**src/rtl/mem_dbus_ctrl_pkg.sv**
```systemverilog
// Shared types for the memory-stage data-bus controller: bus sizes, opcodes,
// dbus request/response records and the controller state encoding.
package mem_dbus_ctrl_pkg;

    typedef enum logic [1:0] {
        MSIZE1 = 2'd0,
        MSIZE2 = 2'd1,
        MSIZE4 = 2'd2
    } msize_t;

    typedef enum logic [3:0] {
        LB  = 4'd0,
        LBU = 4'd1,
        LH  = 4'd2,
        LHU = 4'd3,
        LW  = 4'd4,
        LWL = 4'd5,
        LWR = 4'd6,
        SB  = 4'd7,
        SH  = 4'd8,
        SW  = 4'd9,
        SWL = 4'd10,
        SWR = 4'd11
    } op_t;

    typedef enum logic [1:0] {
        IDLE = 2'd0,
        ADDR = 2'd1,
        DATA = 2'd2,
        DONE = 2'd3
    } state_t;

    typedef struct packed {
        logic [31:0] addr;
        msize_t      size;
        logic [3:0]  strobe;
        logic [31:0] data;
    } dbus_req_t;

    typedef struct packed {
        logic        addr_ok;
        logic        data_ok;
        logic [31:0] data;
    } dbus_resp_t;

    // Unaligned-word ops always move a full word on the bus.
    function automatic logic is_partial_word_op(input op_t op);
        return (op == LWL) || (op == LWR) || (op == SWL) || (op == SWR);
    endfunction

endpackage

```
**src/rtl/mem_load_align.sv**
```systemverilog
// Combinational load-data aligner: picks, extends or merges bytes of the raw
// bus word according to the opcode and byte offset.
module mem_load_align
    import mem_dbus_ctrl_pkg::*;
(
    input  op_t         i_op,
    input  logic [1:0]  i_offset,
    input  logic [31:0] i_raw,
    input  logic [31:0] i_rt_old,
    output logic [31:0] o_rdata
);

    logic [4:0]  w_shr;
    logic [4:0]  w_shl;
    logic [31:0] w_shifted;
    logic [7:0]  w_byte;
    logic [15:0] w_half;

    // 3 - offset equals the bitwise inverse of a 2-bit offset.
    assign w_shr     = {i_offset, 3'b000};
    assign w_shl     = {~i_offset, 3'b000};
    assign w_shifted = i_raw >> w_shr;
    assign w_byte    = w_shifted[7:0];
    assign w_half    = i_offset[1] ? i_raw[31:16] : i_raw[15:0];

    always_comb begin
        o_rdata = '0;
        case (i_op)
            LB:  o_rdata = {{24{w_byte[7]}}, w_byte};
            LBU: o_rdata = {24'h0, w_byte};
            LH:  o_rdata = {{16{w_half[15]}}, w_half};
            LHU: o_rdata = {16'h0, w_half};
            LW:  o_rdata = i_raw;
            LWL: o_rdata = (i_raw << w_shl) | (i_rt_old & ~(32'hFFFF_FFFF << w_shl));
            LWR: o_rdata = w_shifted | (i_rt_old & ~(32'hFFFF_FFFF >> w_shr));
            default: o_rdata = '0;
        endcase
    end

endmodule

```
**src/rtl/mem_dbus_ctrl.sv**
```systemverilog
// Memory-stage dbus controller: one bus transaction per load/store, stalls the
// pipe until data_ok. Optional stall counter enabled by MEM_DBUS_PERF_EN.
module mem_dbus_ctrl
    import mem_dbus_ctrl_pkg::*;
#(
    parameter int ADDR_W = 32,
    parameter int DATA_W = 32
)
(
    input  logic              clk,
    input  logic              resetn,
    input  logic              req_valid,
    input  logic              req_write,
    input  op_t               req_op,
    input  msize_t            req_msize,
    input  logic [ADDR_W-1:0] req_addr,
    input  logic [DATA_W-1:0] req_wdata,
    input  logic [DATA_W-1:0] req_rt_old,
    input  logic [3:0]        strobe_in,
    input  logic              advance,
    output logic              dreq_valid,
    output logic [ADDR_W-1:0] dreq_addr,
    output msize_t            dreq_size,
    output logic [3:0]        dreq_strobe,
    output logic [DATA_W-1:0] dreq_data,
    input  logic              dresp_addr_ok,
    input  logic              dresp_data_ok,
    input  logic [DATA_W-1:0] dresp_data,
    output logic              stall,
    output logic              rdata_valid,
    output logic [DATA_W-1:0] rdata,
    output logic              exc_adel,
    output logic              exc_ades
`ifdef MEM_DBUS_PERF_EN
    ,
    output logic [31:0]       perf_stall_cnt
`endif
);

    state_t      r_state;
    state_t      w_next;
    dbus_req_t   r_req;
    op_t         r_op;
    logic [1:0]  r_off;
    logic [31:0] r_rt_old;
    logic        r_write;
    logic [31:0] r_rdata;

    dbus_resp_t  w_resp;
    logic        w_idle_req;
    logic        w_load_mis;
    logic        w_store_mis;
    logic        w_exc;
    logic        w_start;
    logic        w_data_done;
    logic [4:0]  w_shl;
    logic [4:0]  w_shr;
    logic [31:0] w_store_data;
    logic [31:0] w_align;
    dbus_req_t   w_new_req;

    assign w_resp = '{addr_ok: dresp_addr_ok, data_ok: dresp_data_ok, data: dresp_data};

    // Exceptions and stall are gated by resetn so every output reads 0 while held in reset.
    assign w_idle_req  = resetn && req_valid && (r_state == IDLE);
    assign w_load_mis  = (((req_op == LH) || (req_op == LHU)) && req_addr[0])
                       || ((req_op == LW) && (req_addr[1:0] != 2'b00));
    assign w_store_mis = (req_msize != MSIZE1) && !is_partial_word_op(req_op)
                       && (strobe_in == 4'b0000);
    assign exc_adel    = w_idle_req && !req_write && w_load_mis;
    assign exc_ades    = w_idle_req && req_write && w_store_mis;
    assign w_exc       = exc_adel || exc_ades;
    assign w_start     = w_idle_req && !w_exc;

    assign w_shl        = {req_addr[1:0], 3'b000};
    assign w_shr        = {~req_addr[1:0], 3'b000};
    assign w_store_data = !req_write     ? 32'h0 :
                          (req_op == SWL) ? (req_wdata >> w_shr) : (req_wdata << w_shl);

    assign w_new_req.addr   = is_partial_word_op(req_op) ? {req_addr[31:2], 2'b00} : req_addr;
    assign w_new_req.size   = is_partial_word_op(req_op) ? MSIZE4 : req_msize;
    assign w_new_req.strobe = req_write ? strobe_in : 4'b0000;
    assign w_new_req.data   = w_store_data;

    assign w_data_done = ((r_state == ADDR) && w_resp.addr_ok && w_resp.data_ok)
                       || ((r_state == DATA) && w_resp.data_ok);

    mem_load_align u_load_align (
        .i_op     (r_op),
        .i_offset (r_off),
        .i_raw    (w_resp.data),
        .i_rt_old (r_rt_old),
        .o_rdata  (w_align)
    );

    always_ff @(posedge clk or negedge resetn) begin
        if (!resetn) begin
            r_state <= IDLE;
        end else begin
            r_state <= w_next;
        end
    end

    always_comb begin
        w_next = r_state;
        case (r_state)
            IDLE: if (w_start) w_next = ADDR;
            ADDR: if (w_resp.addr_ok) w_next = w_resp.data_ok ? DONE : DATA;
            DATA: if (w_resp.data_ok) w_next = DONE;
            DONE: if (advance) w_next = IDLE;
            default: w_next = IDLE;
        endcase
    end

    // Request fields are frozen at issue so the bus sees them stable until addr_ok.
    always_ff @(posedge clk or negedge resetn) begin
        if (!resetn) begin
            r_req    <= '0;
            r_op     <= LB;
            r_off    <= 2'b00;
            r_rt_old <= 32'h0;
            r_write  <= 1'b0;
        end else if (w_start) begin
            r_req    <= w_new_req;
            r_op     <= req_op;
            r_off    <= req_addr[1:0];
            r_rt_old <= req_rt_old;
            r_write  <= req_write;
        end
    end

    always_ff @(posedge clk or negedge resetn) begin
        if (!resetn) begin
            r_rdata <= 32'h0;
        end else if (w_data_done) begin
            r_rdata <= r_write ? 32'h0 : w_align;
        end
    end

    always_comb begin
        dreq_valid  = 1'b0;
        rdata_valid = 1'b0;
        rdata       = '0;
        stall       = 1'b0;
        dreq_addr   = r_req.addr;
        dreq_size   = r_req.size;
        dreq_strobe = r_req.strobe;
        dreq_data   = r_req.data;
        if (r_state == ADDR) dreq_valid = 1'b1;
        if (r_state == DONE) begin
            rdata_valid = 1'b1;
            rdata       = r_rdata;
        end
        if (resetn && req_valid && (r_state != DONE) && !w_exc) stall = 1'b1;
    end

`ifdef MEM_DBUS_PERF_EN
    logic [31:0] r_perf_cnt;

    always_ff @(posedge clk or negedge resetn) begin
        if (!resetn) begin
            r_perf_cnt <= 32'h0;
        end else if (stall) begin
            r_perf_cnt <= r_perf_cnt + 32'h1;
        end
    end

    assign perf_stall_cnt = r_perf_cnt;
`endif

    // data_ok before the address phase is accepted breaks the dbus protocol.
    a_no_early_data_ok: assert property (@(posedge clk) disable iff (!resetn)
        !((r_state == ADDR) && dresp_data_ok && !dresp_addr_ok));

endmodule

```
**config.mk**
```make
export PLATFORM = sky130hd
export DESIGN_NAME = mem_dbus_ctrl
export DESIGN_NICKNAME = d
export VERILOG_FILES = /design/src/rtl/mem_dbus_ctrl_pkg.sv /design/src/rtl/mem_load_align.sv /design/src/rtl/mem_dbus_ctrl.sv
export SDC_FILE = /design/constraint.sdc
export NUM_CORES = 1
export LEC_CHECK = 0
export ABC_AREA = 0
export CAP_MARGIN = 25
export CELL_PAD_IN_SITES_DETAIL_PLACEMENT = 0
export CELL_PAD_IN_SITES_GLOBAL_PLACEMENT = 1
export CORE_UTILIZATION = 38
export DETAILED_ROUTE_END_ITERATION = 10
export HOLD_SLACK_MARGIN = 0.1
export PLACE_DENSITY_LB_ADDON = 0.1
export SLEW_MARGIN = 20
export SYNTH_ARGS = -nofsm -noshare
export SYNTH_HDL_FRONTEND = slang
export SYNTH_SLANG_ARGS = --single-unit
```
**constraint.sdc**
```tcl
create_clock -name clk -period 3.05 [get_ports clk]
set_input_delay 0.61 -clock clk [delete_from_list [all_inputs] [get_ports clk]]
set_output_delay 0.61 -clock clk [all_outputs]
set_load 0.05 [all_outputs]
```
After elaboration in Yosys (flattened, before gate mapping)
Index checks and enable logic that the tools add are counted.
{ "word_totals": {"ff_bits": 143, "out_inout_bits": 107} }
{ "classes": {"n_reduce_logical": 32, "shift": 6, "n_mux": 18, "bitwise": 8, "eq_ne": 21} }
{ "ops": {"columns": ["operator", "n"], "rows": [
  ["case mux 32 bit (7 select lines)", 1],
  ["2-to-1 mux 32 bit", 4],
  ["AND 32 bit", 2],
  ["NOT 32 bit", 2],
  ["bitwise OR 32 bit", 2],
  ["left shift 32 x 5 -> 32 bit", 2],
  [">> shifter 32 x 5 -> 32 bit", 2],
  ["left shift 32 x 5 -> 32 bit, first input constant", 1],
  [">> shifter 32 x 5 -> 32 bit, first input constant", 1],
  ["equality test 4 x 3 -> 1 bit, second input constant", 6],
  ["equality test 4 x 2 -> 1 bit, second input constant", 4],
  ["logical AND 1 bit", 16],
  ["2-to-1 mux 16 bit", 1],
  ["2-to-1 mux 2 bit", 6],
  ["!= test 2 bit, second input constant", 5],
  ["equality test 4 bit, second input constant", 2],
  ["logical NOT 4 bit", 2],
  ["case mux 2 bit (4 select lines)", 1],
  ["logical OR 1 bit", 7],
  ["equality test 2 bit, second input constant", 2],
  ["equality test 4 x 1 -> 1 bit, second input constant", 1],
  ["2-to-1 mux 1 bit", 4],
  ["2-to-1 mux 4 bit", 1],
  ["NOT 2 bit", 2],
  ["5 further kinds", 8]
]} }

Longest topological paths before layout
{ "depth": {"ltp_word": 13, "ltp_mapped": 10, "ltp_nobuf": 7} }

Modules after synthesis
A second synthesis with hierarchy kept.
{ "unflattened": {"cells_unflattened": 1059, "area_unflattened_um2": 8827.2} }
{ "modules_own_cells": {"columns": ["module", "instances", "cells_each", "area_each_um2"], "rows": [
  ["mem_dbus_ctrl", 1, 831, 7038.0],
  ["mem_load_align", 1, 228, 1789.2]
]} }

Worst setup path before layout
Ideal clock, no wire load.
{ "synth_path": {"path_type": "in2out", "startpoint": "in req_op[1]", "endpoint": "out stall", "stages": 4, "setup_slack_ns": -0.723, "t_arrival_ns": 3.163, "n_path_buf": 0, "path_cell_list": "nor4bb_1 a311o_1 nor3_1 nor4b_1"} }
{ "synth_via": {"elab_chain_len": 12} }
{ "synth_rtl": {"columns": ["item", "line_no", "rtl"], "rows": [
  ["start, declared", "mem_dbus_ctrl.sv:14", "input op_t req_op,"],
  ["equality test 4 x 3 -> 1 bit", "mem_dbus_ctrl_pkg.sv:48", "return (op == LWL) || (op == LWR) || (op == SWL) || (op == SWR);"],
  ["logical OR 1 bit (2 in series)", "mem_dbus_ctrl_pkg.sv:48", null],
  ["logical OR 1 bit *", "mem_dbus_ctrl_pkg.sv:48", null],
  ["logical NOT 1 bit *", "mem_dbus_ctrl.sv:68", "assign w_store_mis = (req_msize != MSIZE1) && !is_partial_word_op(req_op)"],
  ["logical AND 1 bit *", "mem_dbus_ctrl.sv:68", null],
  ["logical AND 1 bit *", "mem_dbus_ctrl.sv:69", "&& (strobe_in == 4'b0000);"],
  ["logical AND 1 bit *", "mem_dbus_ctrl.sv:71", "assign exc_ades = w_idle_req && req_write && w_store_mis;"],
  ["via exc_ades", "mem_dbus_ctrl.sv:33", "output logic exc_ades"],
  ["logical OR 1 bit *", "mem_dbus_ctrl.sv:72", "assign w_exc = exc_adel || exc_ades;"],
  ["logical NOT 1 bit *", "mem_dbus_ctrl.sv:154", "if (resetn && req_valid && (r_state != DONE) && !w_exc) stall = 1'b1;"],
  ["logical AND 1 bit *", "mem_dbus_ctrl.sv:154", null],
  ["2-to-1 mux 1 bit *", "mem_dbus_ctrl.sv:154", null],
  ["end, declared", "mem_dbus_ctrl.sv:29", "output logic stall,"]
]} }
Mark *: on every way through the listed nets, which the timed path passes. The rest lies on a longest branch.

Final worst setup path
{ "layout_path": {"startpoint": "in req_op[2]", "endpoint": "out stall"} }
{ "layout_via": {"elab_chain_len": 12} }
{ "layout_rtl": {"columns": ["item", "line_no"], "rows": [
  ["equality test 4 x 3 -> 1 bit", "mem_dbus_ctrl_pkg.sv:48"],
  ["logical OR 1 bit (3 in series)", "mem_dbus_ctrl_pkg.sv:48"],
  ["logical NOT 1 bit", "mem_dbus_ctrl.sv:68"],
  ["logical AND 1 bit", "mem_dbus_ctrl.sv:68"],
  ["logical AND 1 bit", "mem_dbus_ctrl.sv:69"],
  ["logical AND 1 bit", "mem_dbus_ctrl.sv:71"],
  ["logical OR 1 bit *", "mem_dbus_ctrl.sv:72"],
  ["logical NOT 1 bit *", "mem_dbus_ctrl.sv:154"],
  ["logical AND 1 bit *", "mem_dbus_ctrl.sv:154"],
  ["2-to-1 mux 1 bit *", "mem_dbus_ctrl.sv:154"]
]} }
Every way passes the cells marked *; elsewhere a longest branch is shown, timed or not.

==> metrics <==
die height 152 microns; CTS root buffer clkbuf_16; slowest stage delay, CP 0.50 ns; layout cells sized above 1 14.0%; CORE AREA 0.0219 sq mm; Clock Path Buffers 2; Inserted Clock Buffers 17; most frequent cells in the layout nand2_1, clkdlybuf4s50_1, dfrtp_1, buf_4, nand3_1; Finished Cell Area 0.0121 sq mm; Ys Warns 0; row count 54; via/cell ratio 5.50; CP max FO 4; #FFs+latches synth 143; most common cell after layout, fill and taps aside nand2_1; CTS sink cnt 143; clk_lat worst skew 0.42 ns; Post-route DRC 0; Post-synth ARST share 100%; dpl cell area 0.0115 sq mm; Final HPWL DP 20.0 mm; CTS tree yes; filler cell count in the final layout 2069; cell family with most CP delay buffers and inverters; Die Wd 152 microns; vias in the first global route 7867; grt ovf 0; Routed WL 27.8 mm; CP bufs+invs 2; DR pass1 iterations 6; area delta synth->final 42.3%; Layout Skew 0.00705 ns; Worst Max-Slew Pin Slew 0.899 ns; CTS clk-pin slew, worst paths 0.06 ns; max-cap violations 0; Fin. Hold Viols 0; gr usage total 24.4%; pre-CTS setup slack 0.0911 ns; CP Capture Type output pin; fmax 0.334 GHz; LEAKAGE 5.56 nW; crit start category input pin; critical path type in -> out; first-pass GRT wire length 42.8 mm; Avg WL per Cell 18.4 microns; GP Congestion 0.873; endpoints failing setup 0; Slew headroom 40.1%; Post-synth EDFFs 0; Final Cycle Share 98.1%; slowest CP cell clkdlybuf4s50_1; register area share after synthesis 42.0%; Vias 8293; I/O pin count 252; Iter 0 DRT Violations 462; min cycle time layout 2.99 ns; HP Class in -> async; top cell type's share of synthesized area 42.0%; initial antenna violation count 4; ant diodes 0; ANT nets after route 0; Crit path depth 6; PD cells 971 mW/mm^2; Syn Area/Cell 8.72 sq um; Max H-tree Level 4; syn_nets 1127; Port Buffers 251; Die Area 0.0230 sq mm; sequence of cells on the critical path clkdlybuf4s50_1, or3b_1, a2111o_1, nor2_2, nor4b_2, bufbuf_16; Slew Viols, Final 0; post-synth cell types 52; status finished, final reports clean; mapped cell area 0.00852 sq mm; post-synth top area cell dfrtp_1; depth of the worst register-to-register path 4; critical path required time 2.44 ns; top cells by area, synth dfrtp_1, nand2_1, mux4_2; Final #Nets 1365; largest net degree at the start of global routing 144; CP arrival 2.38 ns; Initial Utilization 38.9%; Worst Slack Setup Final 0.0583 ns; Synth Flop Type dfrtp_1; peak supply drop 516 uV; Cells after Synth 977
[metal layers]
metal	track usage, %	routed length [microns]
met1	30.1	11300
met2	40.4	13700
met3	6.68	2070
met4	9.16	741
met5	0	39
[synth_stat cells (17+ instances only)]
library cell,n
a21oi_1,35
and2_1,33
clkbuf_1,40
dfrtp_1,143
mux2i_1,32
mux4_2,25
nand2_1,346
nand3_1,54
o211ai_1,17
o21ai_0,53
[timing repair]
item | CTS | global route
hold endpoints to repair | 0 | 0
buffers inserted | 2 | 0
setup endpoints to repair | 2 | 1
resized for setup | 4 | 5
gates cloned | 0 | 0
hold buffers | 0 | 0
[path summary, 6_finish.rpt]
path,endpoint,start,slack (ns)
setup reg to reg,r_rdata[6],r_off[0],0.73
max in group asynchronous,r_off[1],resetn,2.02
setup / recovery,stall,req_op[2],0.06
min in group clk,dreq_size[1],dreq_size[1],0.46
hold / removal,r_rdata[24],resetn,0.23
hold reg to reg,dreq_size[1],dreq_size[1],0.46
[metrics by stage]
| stage | utilization (%) | cells | hold WS (ns) | TNS (ns) | power (mW) |
|---|---|---|---|---|---|
| after floorplan | - | 977 | 0.314 | 0 | 7.47 |
| after global placement | 52.4 | 1474 | 0.451 | 0 | 9.59 |
| after detailed placement | 52.4 | 1474 | 0.454 | 0 | 9.66 |
| after CTS | 55.3 | 1508 | 0.378 | 0 | 11.9 |
| after global routing | 55.4 | 1508 | 0.387 | -0.00901 | 12.5 |
| final | 55.4 | 1508 | 0.229 | 0 | 11.8 |
[state kept, by name (all words and copies together) (netlist names)]
signal,count
dreq_addr,32
dreq_data,32
r_rdata,32
r_rt_old,32
dreq_strobe,4
r_op,4
dreq_size,2
r_off,2
r_state,2
r_write,1
[power by group]
| group | internal (mW) | switching (mW) | leakage [nW] |
|---|---|---|---|
| clock | 1.17 | 0.949 | 0.293 |
| combinational | 2.38 | 3.77 | 3.42 |
| sequential | 2.76 | 0.739 | 1.85 |
[layout make-up]
type                    instances  area [sq um]  share of cell area, %
clock buffers                  17           425                   3.51
clock inverters                15           164                   1.35
inverters                       7          26.3                  0.217
multi-input cells             747          4610                   38.0
flip-flops and latches        143          3580                   29.5
well taps                     280           350                   2.89
repair buffers                299          2970                   24.5
[cells by family (layout without fill, tap and decap cells)]
kind of cell | count (synthesis) | after routing | synth area share [%]
mux | 67 | 67 | 11.7
compound gates | 206 | 206 | 16.8
simple gates | 469 | 469 | 23.8
buf+inv | 87 | 338 | 4.98
flops | 143 | 143 | 42.0
fa+ha+maj | 5 | 5 | 0.734
Note: power is estimated with default switching activity, not from simulation.
